File: config.mk
export PLATFORM = sky130hd
export DESIGN_NAME = sdr_host_req
export DESIGN_NICKNAME = d
export VERILOG_FILES = /design/src/rtl/sdr_host_req_pkg.sv /design/src/rtl/sdr_host_req_ref_timer.sv /design/src/rtl/sdr_host_req.sv
export SDC_FILE = /design/constraint.sdc
export NUM_CORES = 1
export LEC_CHECK = 0
export ABC_CLOCK_PERIOD_IN_PS = 3000
export CORE_MARGIN = 2
export CORE_UTILIZATION = 55
export CTS_CLUSTER_DIAMETER = 200
export DETAILED_ROUTE_END_ITERATION = 7
export PLACE_DENSITY = 0.75
export SKIP_CTS_REPAIR_TIMING = 1
export SLEW_MARGIN = 20
export SYNTH_ARGS = -nofsm -noshare
export SYNTH_HDL_FRONTEND = slang
export SYNTH_SLANG_ARGS = --single-unit
export TNS_END_PERCENT = 5
File: constraint.sdc
create_clock -name clk -period 3 [get_ports clk]
set_clock_uncertainty 0.15 [all_clocks]
set_input_delay 0.6 -clock clk [delete_from_list [all_inputs] [get_ports clk]]
set_output_delay 0.6 -clock clk [all_outputs]
set_load 0.01 [all_outputs]
File: src/rtl/sdr_host_req_pkg.sv
// Shared constants for the SDRAM host-side requester: host FSM state
// encodings, default timing values and the refresh backlog limit.
package sdr_host_req_pkg;

  // Default timing at 100 MHz
  localparam int DEF_NUM_CLK_100US = 10000;
  localparam int DEF_REF_PERIOD    = 1560;
  localparam int DEF_CNT_W         = 16;

  // Refresh backlog register: up to 7 outstanding refreshes
  localparam int               PEND_W   = 3;
  localparam logic [PEND_W-1:0] PEND_MAX = 3'd7;

  // Host FSM state encodings
  localparam logic [1:0] H_WAIT_INIT = 2'd0;
  localparam logic [1:0] H_IDLE      = 2'd1;
  localparam logic [1:0] H_STROBE    = 2'd2;
  localparam logic [1:0] H_WAIT_END  = 2'd3;

  // Statistics counter width
  localparam int STAT_W = 16;

  // Saturating increment for the statistics counters
  function automatic logic [STAT_W-1:0] sat_inc(input logic [STAT_W-1:0] v);
    return (v == {STAT_W{1'b1}}) ? v : v + STAT_W'(1);
  endfunction

endpackage

File: src/rtl/sdr_host_req_ref_timer.sv
// sdr_ref_timer: periodic refresh tick generator with a pending-refresh
// backlog retired by rising edges of the controller's refresh acknowledge.
// Optional macro SDR_HOST_STATS_EN exposes the ack edge for statistics.
module sdr_ref_timer
  import sdr_host_req_pkg::*;
#(
  parameter int REF_PERIOD = DEF_REF_PERIOD,
  parameter int CNT_W      = DEF_CNT_W
) (
  input  logic              clk,
  input  logic              reset,
  input  logic              i_init_done,
  input  logic              i_ref_ack,
  output logic              o_ref_req,
  output logic [PEND_W-1:0] o_pending,
  output logic              o_ref_overrun
`ifdef SDR_HOST_STATS_EN
  ,
  output logic              o_ack_rise
`endif
);

  localparam logic [CNT_W-1:0] REF_LAST = CNT_W'(REF_PERIOD - 1);

  logic [CNT_W-1:0]  r_ref_cnt;
  logic [PEND_W-1:0] r_pending;
  logic              r_ack_d;
  logic              r_ref_req;
  logic              r_overrun;

  logic              w_tick;
  logic              w_ack_rise;
  logic [PEND_W-1:0] w_pend_next;
  logic              w_ovr_set;

  // Tick, ack edge and next backlog value; all frozen while init_done is low
  always_comb begin
    w_tick      = i_init_done && (r_ref_cnt == REF_LAST);
    w_ack_rise  = i_ref_ack && !r_ack_d;
    w_pend_next = r_pending;
    w_ovr_set   = 1'b0;
    if (i_init_done) begin
      if (w_tick && !w_ack_rise) begin
        if (r_pending == PEND_MAX) begin
          w_ovr_set = 1'b1;
        end else begin
          w_pend_next = r_pending + PEND_W'(1);
        end
      end else if (!w_tick && w_ack_rise && (r_pending != '0)) begin
        w_pend_next = r_pending - PEND_W'(1);
      end
    end
  end

  // Refresh period counter, cleared whenever the controller is not initialised
  always_ff @(posedge clk or negedge reset) begin
    if (!reset) begin
      r_ref_cnt <= '0;
    end else if (!i_init_done || w_tick) begin
      r_ref_cnt <= '0;
    end else begin
      r_ref_cnt <= r_ref_cnt + CNT_W'(1);
    end
  end

  // Backlog, registered request flag (tracks the new backlog) and sticky overrun
  always_ff @(posedge clk or negedge reset) begin
    if (!reset) begin
      r_pending <= '0;
      r_ack_d   <= 1'b0;
      r_ref_req <= 1'b0;
      r_overrun <= 1'b0;
    end else begin
      r_ack_d   <= i_ref_ack;
      r_pending <= w_pend_next;
      r_ref_req <= (w_pend_next != '0);
      if (w_ovr_set) begin
        r_overrun <= 1'b1;
      end
    end
  end

  assign o_ref_req     = r_ref_req;
  assign o_pending     = r_pending;
  assign o_ref_overrun = r_overrun;
`ifdef SDR_HOST_STATS_EN
  assign o_ack_rise    = w_ack_rise;
`endif

endmodule

File: src/rtl/sdr_host_req.sv
// sdr_host_req: host-side initiator for the SDRAM command controller.
// Power-up qualifier, refresh requests, and a valid/ready request stream
// converted into the active-low address strobe plus read/write select.
// Optional macro SDR_HOST_STATS_EN adds saturating stat_rd/stat_wr/stat_ref.
module sdr_host_req
  import sdr_host_req_pkg::*;
#(
  parameter int NUM_CLK_100US = DEF_NUM_CLK_100US,
  parameter int REF_PERIOD    = DEF_REF_PERIOD,
  parameter int CNT_W         = DEF_CNT_W
) (
  input  logic clk,
  input  logic reset,
  input  logic req_valid,
  input  logic req_rd,
  output logic req_ready,
  output logic xfer_done,
  output logic busy,
  input  logic init_done,
  input  logic cy_end,
  input  logic ref_ack,
  output logic delay_100us,
  output logic ref_req,
  output logic addrs,
  output logic rd_wr,
  output logic ref_overrun
`ifdef SDR_HOST_STATS_EN
  ,
  output logic [STAT_W-1:0] stat_rd,
  output logic [STAT_W-1:0] stat_wr,
  output logic [STAT_W-1:0] stat_ref
`endif
);

  localparam logic [CNT_W-1:0] PU_LAST = CNT_W'(NUM_CLK_100US - 1);

  logic [CNT_W-1:0]  r_pu_cnt;
  logic              r_delay_100us;
  logic [1:0]        r_state;
  logic              r_addrs;
  logic              r_rd_wr;
  logic              r_busy;
  logic              r_xfer_done;
  logic [PEND_W-1:0] w_ref_pending;
  logic              w_req_ready;
`ifdef SDR_HOST_STATS_EN
  logic              w_ack_rise;
  logic [STAT_W-1:0] r_stat_rd;
  logic [STAT_W-1:0] r_stat_wr;
  logic [STAT_W-1:0] r_stat_ref;
`endif

  sdr_ref_timer #(
    .REF_PERIOD (REF_PERIOD),
    .CNT_W      (CNT_W)
  ) u_ref_timer (
    .clk           (clk),
    .reset         (reset),
    .i_init_done   (init_done),
    .i_ref_ack     (ref_ack),
    .o_ref_req     (ref_req),
    .o_pending     (w_ref_pending),
    .o_ref_overrun (ref_overrun)
`ifdef SDR_HOST_STATS_EN
    ,
    .o_ack_rise    (w_ack_rise)
`endif
  );

  // Power-up wait: count once from reset release, then latch delay_100us
  always_ff @(posedge clk or negedge reset) begin
    if (!reset) begin
      r_pu_cnt      <= '0;
      r_delay_100us <= 1'b0;
    end else if (!r_delay_100us) begin
      if (r_pu_cnt == PU_LAST) begin
        r_delay_100us <= 1'b1;
      end else begin
        r_pu_cnt <= r_pu_cnt + CNT_W'(1);
      end
    end
  end

  // New accesses only when idle and no refresh is owed to the controller
  assign w_req_ready = (r_state == H_IDLE) && init_done && (w_ref_pending == '0);

  // Host FSM: strobe held until the controller starts the access, then wait for cy_end
  always_ff @(posedge clk or negedge reset) begin
    if (!reset) begin
      r_state     <= H_WAIT_INIT;
      r_addrs     <= 1'b1;
      r_rd_wr     <= 1'b1;
      r_busy      <= 1'b0;
      r_xfer_done <= 1'b0;
    end else begin
      r_xfer_done <= 1'b0;
      if (!init_done) begin
        r_state <= H_WAIT_INIT;
        r_addrs <= 1'b1;
        r_busy  <= 1'b0;
      end else begin
        case (r_state)
          H_WAIT_INIT: r_state <= H_IDLE;
          H_IDLE: begin
            if (req_valid && w_req_ready) begin
              r_rd_wr <= req_rd;
              r_addrs <= 1'b0;
              r_busy  <= 1'b1;
              r_state <= H_STROBE;
            end
          end
          H_STROBE: begin
            // cy_end stays high while the controller serves a refresh first
            if (!cy_end) begin
              r_addrs <= 1'b1;
              r_state <= H_WAIT_END;
            end
          end
          H_WAIT_END: begin
            if (cy_end) begin
              r_xfer_done <= 1'b1;
              r_busy      <= 1'b0;
              r_state     <= H_IDLE;
            end
          end
          default: r_state <= H_WAIT_INIT;
        endcase
      end
    end
  end

`ifdef SDR_HOST_STATS_EN
  // Saturating completion and refresh-ack counters
  always_ff @(posedge clk or negedge reset) begin
    if (!reset) begin
      r_stat_rd  <= '0;
      r_stat_wr  <= '0;
      r_stat_ref <= '0;
    end else begin
      if (r_xfer_done && r_rd_wr) begin
        r_stat_rd <= sat_inc(r_stat_rd);
      end
      if (r_xfer_done && !r_rd_wr) begin
        r_stat_wr <= sat_inc(r_stat_wr);
      end
      if (w_ack_rise) begin
        r_stat_ref <= sat_inc(r_stat_ref);
      end
    end
  end

  assign stat_rd  = r_stat_rd;
  assign stat_wr  = r_stat_wr;
  assign stat_ref = r_stat_ref;
`endif

  assign req_ready   = w_req_ready;
  assign xfer_done   = r_xfer_done;
  assign busy        = r_busy;
  assign delay_100us = r_delay_100us;
  assign addrs       = r_addrs;
  assign rd_wr       = r_rd_wr;

endmodule

# [Word-level counts from Yosys, hierarchy flattened]
# Index checks and enable logic that the tools add are counted.
[totals] register_bits=45 inputBits=7 out_inout_bits=8
[classes] n_addsub=4 n_eq_ne=11 n_mux=26 bitwise_logic=2 reduce_logical=22
[op_table] cell="adder 16 x 1 -> 16 bit (second input constant)" count=2
[op_table] cell="== test 16 x 11 -> 1 bit (second input constant)" count=1
[op_table] cell="== test 16 x 14 -> 1 bit (second input constant)" count=1
[op_table] cell="two-way mux 16 bit" count=1
[op_table] cell="two-way mux 1 bit" count=14
[op_table] cell="two-way mux 3 bit" count=4
[op_table] cell="AND reduction 3 bit" count=4
[op_table] cell="logical AND 1 bit" count=8
[op_table] cell="two-way mux 2 bit" count=4
[op_table] cell="case mux 2 bit (4 select lines)" count=1
[op_table] cell="inequality test 3 x 1 -> 1 bit (second input constant)" count=2
[op_table] cell="inequality test 3 bit (second input constant)" count=2
[op_table] cell="nonzero test 3 bit" count=2
[op_table] cell="== test 2 bit (second input constant)" count=2
[op_table] cell="zero test 1 bit" count=4
[op_table] cell="case mux 1 bit (2 select lines)" count=2
[op_table] cell="adder 3 x 1 -> 3 bit (second input constant)" count=1
[op_table] cell="== test 3 bit (second input constant)" count=1
[op_table] cell="zero test 3 bit" count=1
[op_table] cell="inequality test 3 x 2 -> 1 bit (second input constant)" count=1
[op_table] cell="subtractor 3 x 1 -> 3 bit (second input constant)" count=1
[op_table] cell="== test 2 x 1 -> 1 bit (second input constant)" count=1
[op_table] cell="zero test 2 bit" count=1
[op_table] cell="inverter 1 bit" count=2
[op_table] cell="other kinds (2)" count=2

# [Depth between registers and ports, before layout]
[depth] depth_word=9 ltp_mapped=7

# [Hierarchy]
# Synthesis repeated with hierarchy kept, for this count alone.
[hier_totals] cells_unflattened=226 area_unflattened_um2=2344.7
[modules_own_cells] module="sdr_ref_timer" instances=1 cells_per_inst=124 area_per_inst_um2=1208.7 seq_area_each_um2=550.5
[modules_own_cells] module="sdr_host_req" instances=1 cells_per_inst=102 area_per_inst_um2=1136.1 seq_area_each_um2=578.1

# [Worst setup path before layout]
# No wires, ideal clock.
[synth_timing] kind="register to register" from="register u_ref_timer.r_pending[0], in the netlist u_ref_timer.o_pending[0]" to="register u_ref_timer.r_ref_req, in the netlist u_ref_timer.o_ref_req" setup_ns=0.141 t_arrival_ns=1.871 slack_ns=0.838 stages_incl_launch_ff=8 synth_period_minus_slack_ns=2.162 path_cell_list="dfrtp_1 > inv_1 > ha_1 > ha_1 > nor4bb_1 > a22oi_1 > o32ai_1 > o32ai_1"
[synth_via] elab_chain_len=6
[synth_lines] item="from (decl)" line="sdr_host_req_ref_timer.sv:26" text="logic [PEND_W-1:0] r_pending;"
[synth_lines] item="from (signal assigned)" line="sdr_host_req_ref_timer.sv:75" text="r_pending <= w_pend_next;"
[synth_lines] item="branches (longest 4 deep; another with subtractor 3 x 1 -> 3 bit)"
[synth_lines] item="two-way mux 3 bit *" line="sdr_host_req_ref_timer.sv:42" text="if (i_init_done) begin"
[synth_lines] item="nonzero test 3 bit *" line="sdr_host_req_ref_timer.sv:76" text="r_ref_req <= (w_pend_next != '0);"
[synth_lines] item="to (signal assigned)" line="sdr_host_req_ref_timer.sv:76"
[synth_lines] item="to (decl)" line="sdr_host_req_ref_timer.sv:28" text="logic r_ref_req;"
# Mark *: on every way between the ends.
# A chain may end at the register's enable or synchronous reset.

# [Worst setup path after layout]
[layout_timing] from="register u_ref_timer.r_pending[0], in the netlist u_ref_timer.o_pending[0]" to="output req_ready"
[layout_via] elab_chain_len=2
[layout_lines] item="zero test 3 bit" line="sdr_host_req.sv:85" text="assign w_req_ready = (r_state == H_IDLE) && init_done && (w_ref_pending == '0);"
[layout_lines] item="logical AND 1 bit" line="sdr_host_req.sv:85"
[layout_lines] item="to (decl)" line="sdr_host_req.sv:16" text="output logic req_ready,"
# No other way between the ends.

==> results by group <==
Final layout
  – ANT cells: 0
  – Nets@finish: 253
  – Most frequent cells in the layout: dfrtp_1, xnor2_1, nor2_1
  – Fillers: 305
  – Fraction of layout cells with a size suffix above 1: 9.62%
  – Most common cell after layout, fill and taps aside: dfrtp_1
  – P&R area growth vs syn: 11.6%

Clocking
  – Clk pin slew, worst setup/hold paths: 0.08 ns
  – CTS sink count: 45
  – CTS Root Buffer Type: clkbuf_8
  – CTS HTree Levels: 2
  – Worst skew pair latency: 0.30 ns
  – TritonCTS clock tree: yes
  – Total CTS buffers: 5
  – Max clock buf depth: 2

Global route
  – Largest net degree at the start of global routing: 46
  – Global-route wire length before repair: 7860 microns
  – Initial antenna violation count: 0
  – GRT Residual Overflow: 0
  – Vias in the first global route: 1715
  – GRT Resource Usage Total: 20.3%

STA
  – Max-slew violations: 0
  – Final TNS setup: 0 ns
  – Hold Slack: 0.133 ns
  – Slew @ Worst Pin: 0.599 ns
  – Count of final hold-check violations: 0
  – Setup violations, final: 0
  – Peak Freq: 368 MHz
  – Setup ws final: 0.281 ns
  – RSZ-0062 raised after global routing: false
  – Period utilization: 90.6%
  – Min Tclk post-route: 2.72 ns
  – Slew margin rel.: 60.0%

Worst setup path
  – Worst Path Max Fanout: 7
  – Critical path startpoint category: flip-flop
  – WP data required: 2.25 ns
  – Critical Path End Type: output port
  – Crit Path Category: reg2out
  – Crit path arrival time: 1.97 ns

Power
  – Final total power: 0.00146 W
  – Power per Cell Area: 558 nW/um^2
  – Worst IR Drop VDD: 0.481 mV
  – P_leak: 1.11 nW

Logic synthesis
  – Syn avg cell area: 10.6 sq um
  – Warnings from Yosys: 0
  – Syn nets: 237
  – Syn Std Cell Area: 2350 sq um
  – Main flop type after synthesis: dfrtp_1
  – Post-synthesis cell type count: 46
  – EDFF count, synth: 0
  – Seq cells post-synth: 45
  – Post-Syn Instances: 222
  – Sequential area share after synthesis: 47.9%
  – Post-synth ARST share: 100%

Route
  – Vias: 1650
  – Avg WL per Cell: 14.5 microns
  – DRC violations left: 0
  – DRT Pass-1 Iters: 4
  – Post-Route WL: 4200 microns
  – Vias/cell: 5.71
  – Starting DRT DRC Count: 104
  – Antenna-violating nets left: 0

Floorplanning
  – Chip height: 69.4 microns
  – Initial Utilization: 58.0%
  – # rows: 23
  – Core ar.: 4060 sq um
  – # IOs: 15
  – Die area: 4820 sq um
  – Die Wd: 69.4 microns

Place
  – DP Worst Slack: 0.481 ns
  – Hpwl dp: 2930 microns
  – Placer Congestion: 0.821
  – Port bufs: 14

Outcome
  – Status: finished, final reports clean

Min path
  – HP Class: in2async

Run
  – Max_cap viols: 0
==> cell usage after synthesis (all sizes together), types with 3 or more instances <==
master,instances,area share [%]
xnor2,19,7.1
nor3,4,0.85
nand2,13,2.1
and3,7,1.9
a211oi,4,1.3
nor4,7,1.9
mux2,3,1.4
and4,3,1.2
dfrtp,43,46
clkbuf,3,0.53
nand4,15,4.6
nor2,19,3.0
buf,3,0.85
inv,11,1.8
xor2,10,3.7
a21oi,6,1.3
nand3,11,2.3
ha,8,4.3
==> cell families after synthesis <==
kind of cell / count (synthesis) / share of synthesized area, %
flip-flops: 45 / 47.9
AND/OR/NAND/NOR: 96 / 24.7
buffers and inverters: 18 / 3.61
XOR/XNOR: 29 / 10.8
AO/OA/AOI/OAI: 21 / 6.43
multiplexers: 5 / 2.28
adder cells (fa/ha/maj): 8 / 4.25
==> power breakdown <==
group / internal, W / switching, W / leakage, nW
clock: 0.000208 / 0.000194 / 0.0542
combinational: 0.000161 / 0.000176 / 0.465
sequential: 0.000669 / 0.0000573 / 0.590
==> worst paths after layout <==
path	start	cells after the start	end	slack, ns
worst max-delay path	u_ref_timer.o_pending[0]$_DFF_PN0_	5	req_ready	0.28
worst max register to register	u_ref_timer.o_pending[0]$_DFF_PN0_	8	u_ref_timer.o_pending[1]$_DFF_PN0_	0.87
worst min-delay path	reset	1	u_ref_timer.o_pending[2]$_DFF_PN0_	0.13
max in group asynchronous	reset	1	addrs$_DFFE_PN1P_	2.18
min in group clk	r_pu_cnt[15]$_DFFE_PN0P_	1	r_pu_cnt[15]$_DFFE_PN0P_	0.33
worst min register to register	r_pu_cnt[15]$_DFFE_PN0P_	1	r_pu_cnt[15]$_DFFE_PN0P_	0.33
==> metrics by stage <==
| step | utilization [%] | cells | area, sq um |
|---|---|---|---|
| 6_report | 64.8 | 289 | 2630 |
| 5_1_grt | 64.8 | 289 | 2630 |
| 4_1_cts | 64.7 | 289 | 2630 |
| 3_5_place_dp | 62.2 | 281 | 2520 |
| 3_3_place_gp | 62.2 | 281 | 2520 |
| 2_1_floorplan | - | 222 | 2350 |
==> routing by layer <==
layer	track usage, %	part of all wire (%)	vias to the layer above
li1	-	-	830
met4	6.54	0.62	0
met2	31.8	49	18
met3	5.67	2.5	2
met1	27.4	48	800
met5	0	0	-
==> worst max-delay path: stages, from the launching register on <==
cell             delay [ns]
dfrtp_1                0.47
inv_1                  0.09
ha_1                   0.15
ha_1                   0.23
and3_1                 0.19
clkdlybuf4s50_1        0.55
==> state kept, by name, summed over array words and instances (netlist names) <==
| signal | cells |
|---|---|
| r_state | 2 |
| rd_wr | 1 |
| xfer_done | 1 |
| r_pu_cnt | 16 |
| addrs | 1 |
| u_ref_timer.r_ref_cnt | 16 |
| u_ref_timer.r_ack_d | 1 |
| u_ref_timer.o_ref_req | 1 |
| delay_100us | 1 |
| busy | 1 |
| u_ref_timer.o_pending | 3 |
| u_ref_timer.o_ref_overrun | 1 |
==> layout make-up <==
cell class | count | area [sq um] | area share (%)
repair buffers | 16 | 153 | 5.81
flip-flops and latches | 45 | 1130 | 43.0
inverters | 11 | 41.3 | 1.57
clock inverters | 1 | 5.00 | 0.190
multi-input cells | 159 | 1140 | 43.4
well taps | 50 | 62.6 | 2.38
clock buffers | 7 | 96.3 | 3.67
Note: power is estimated with default switching activity, not from simulation.
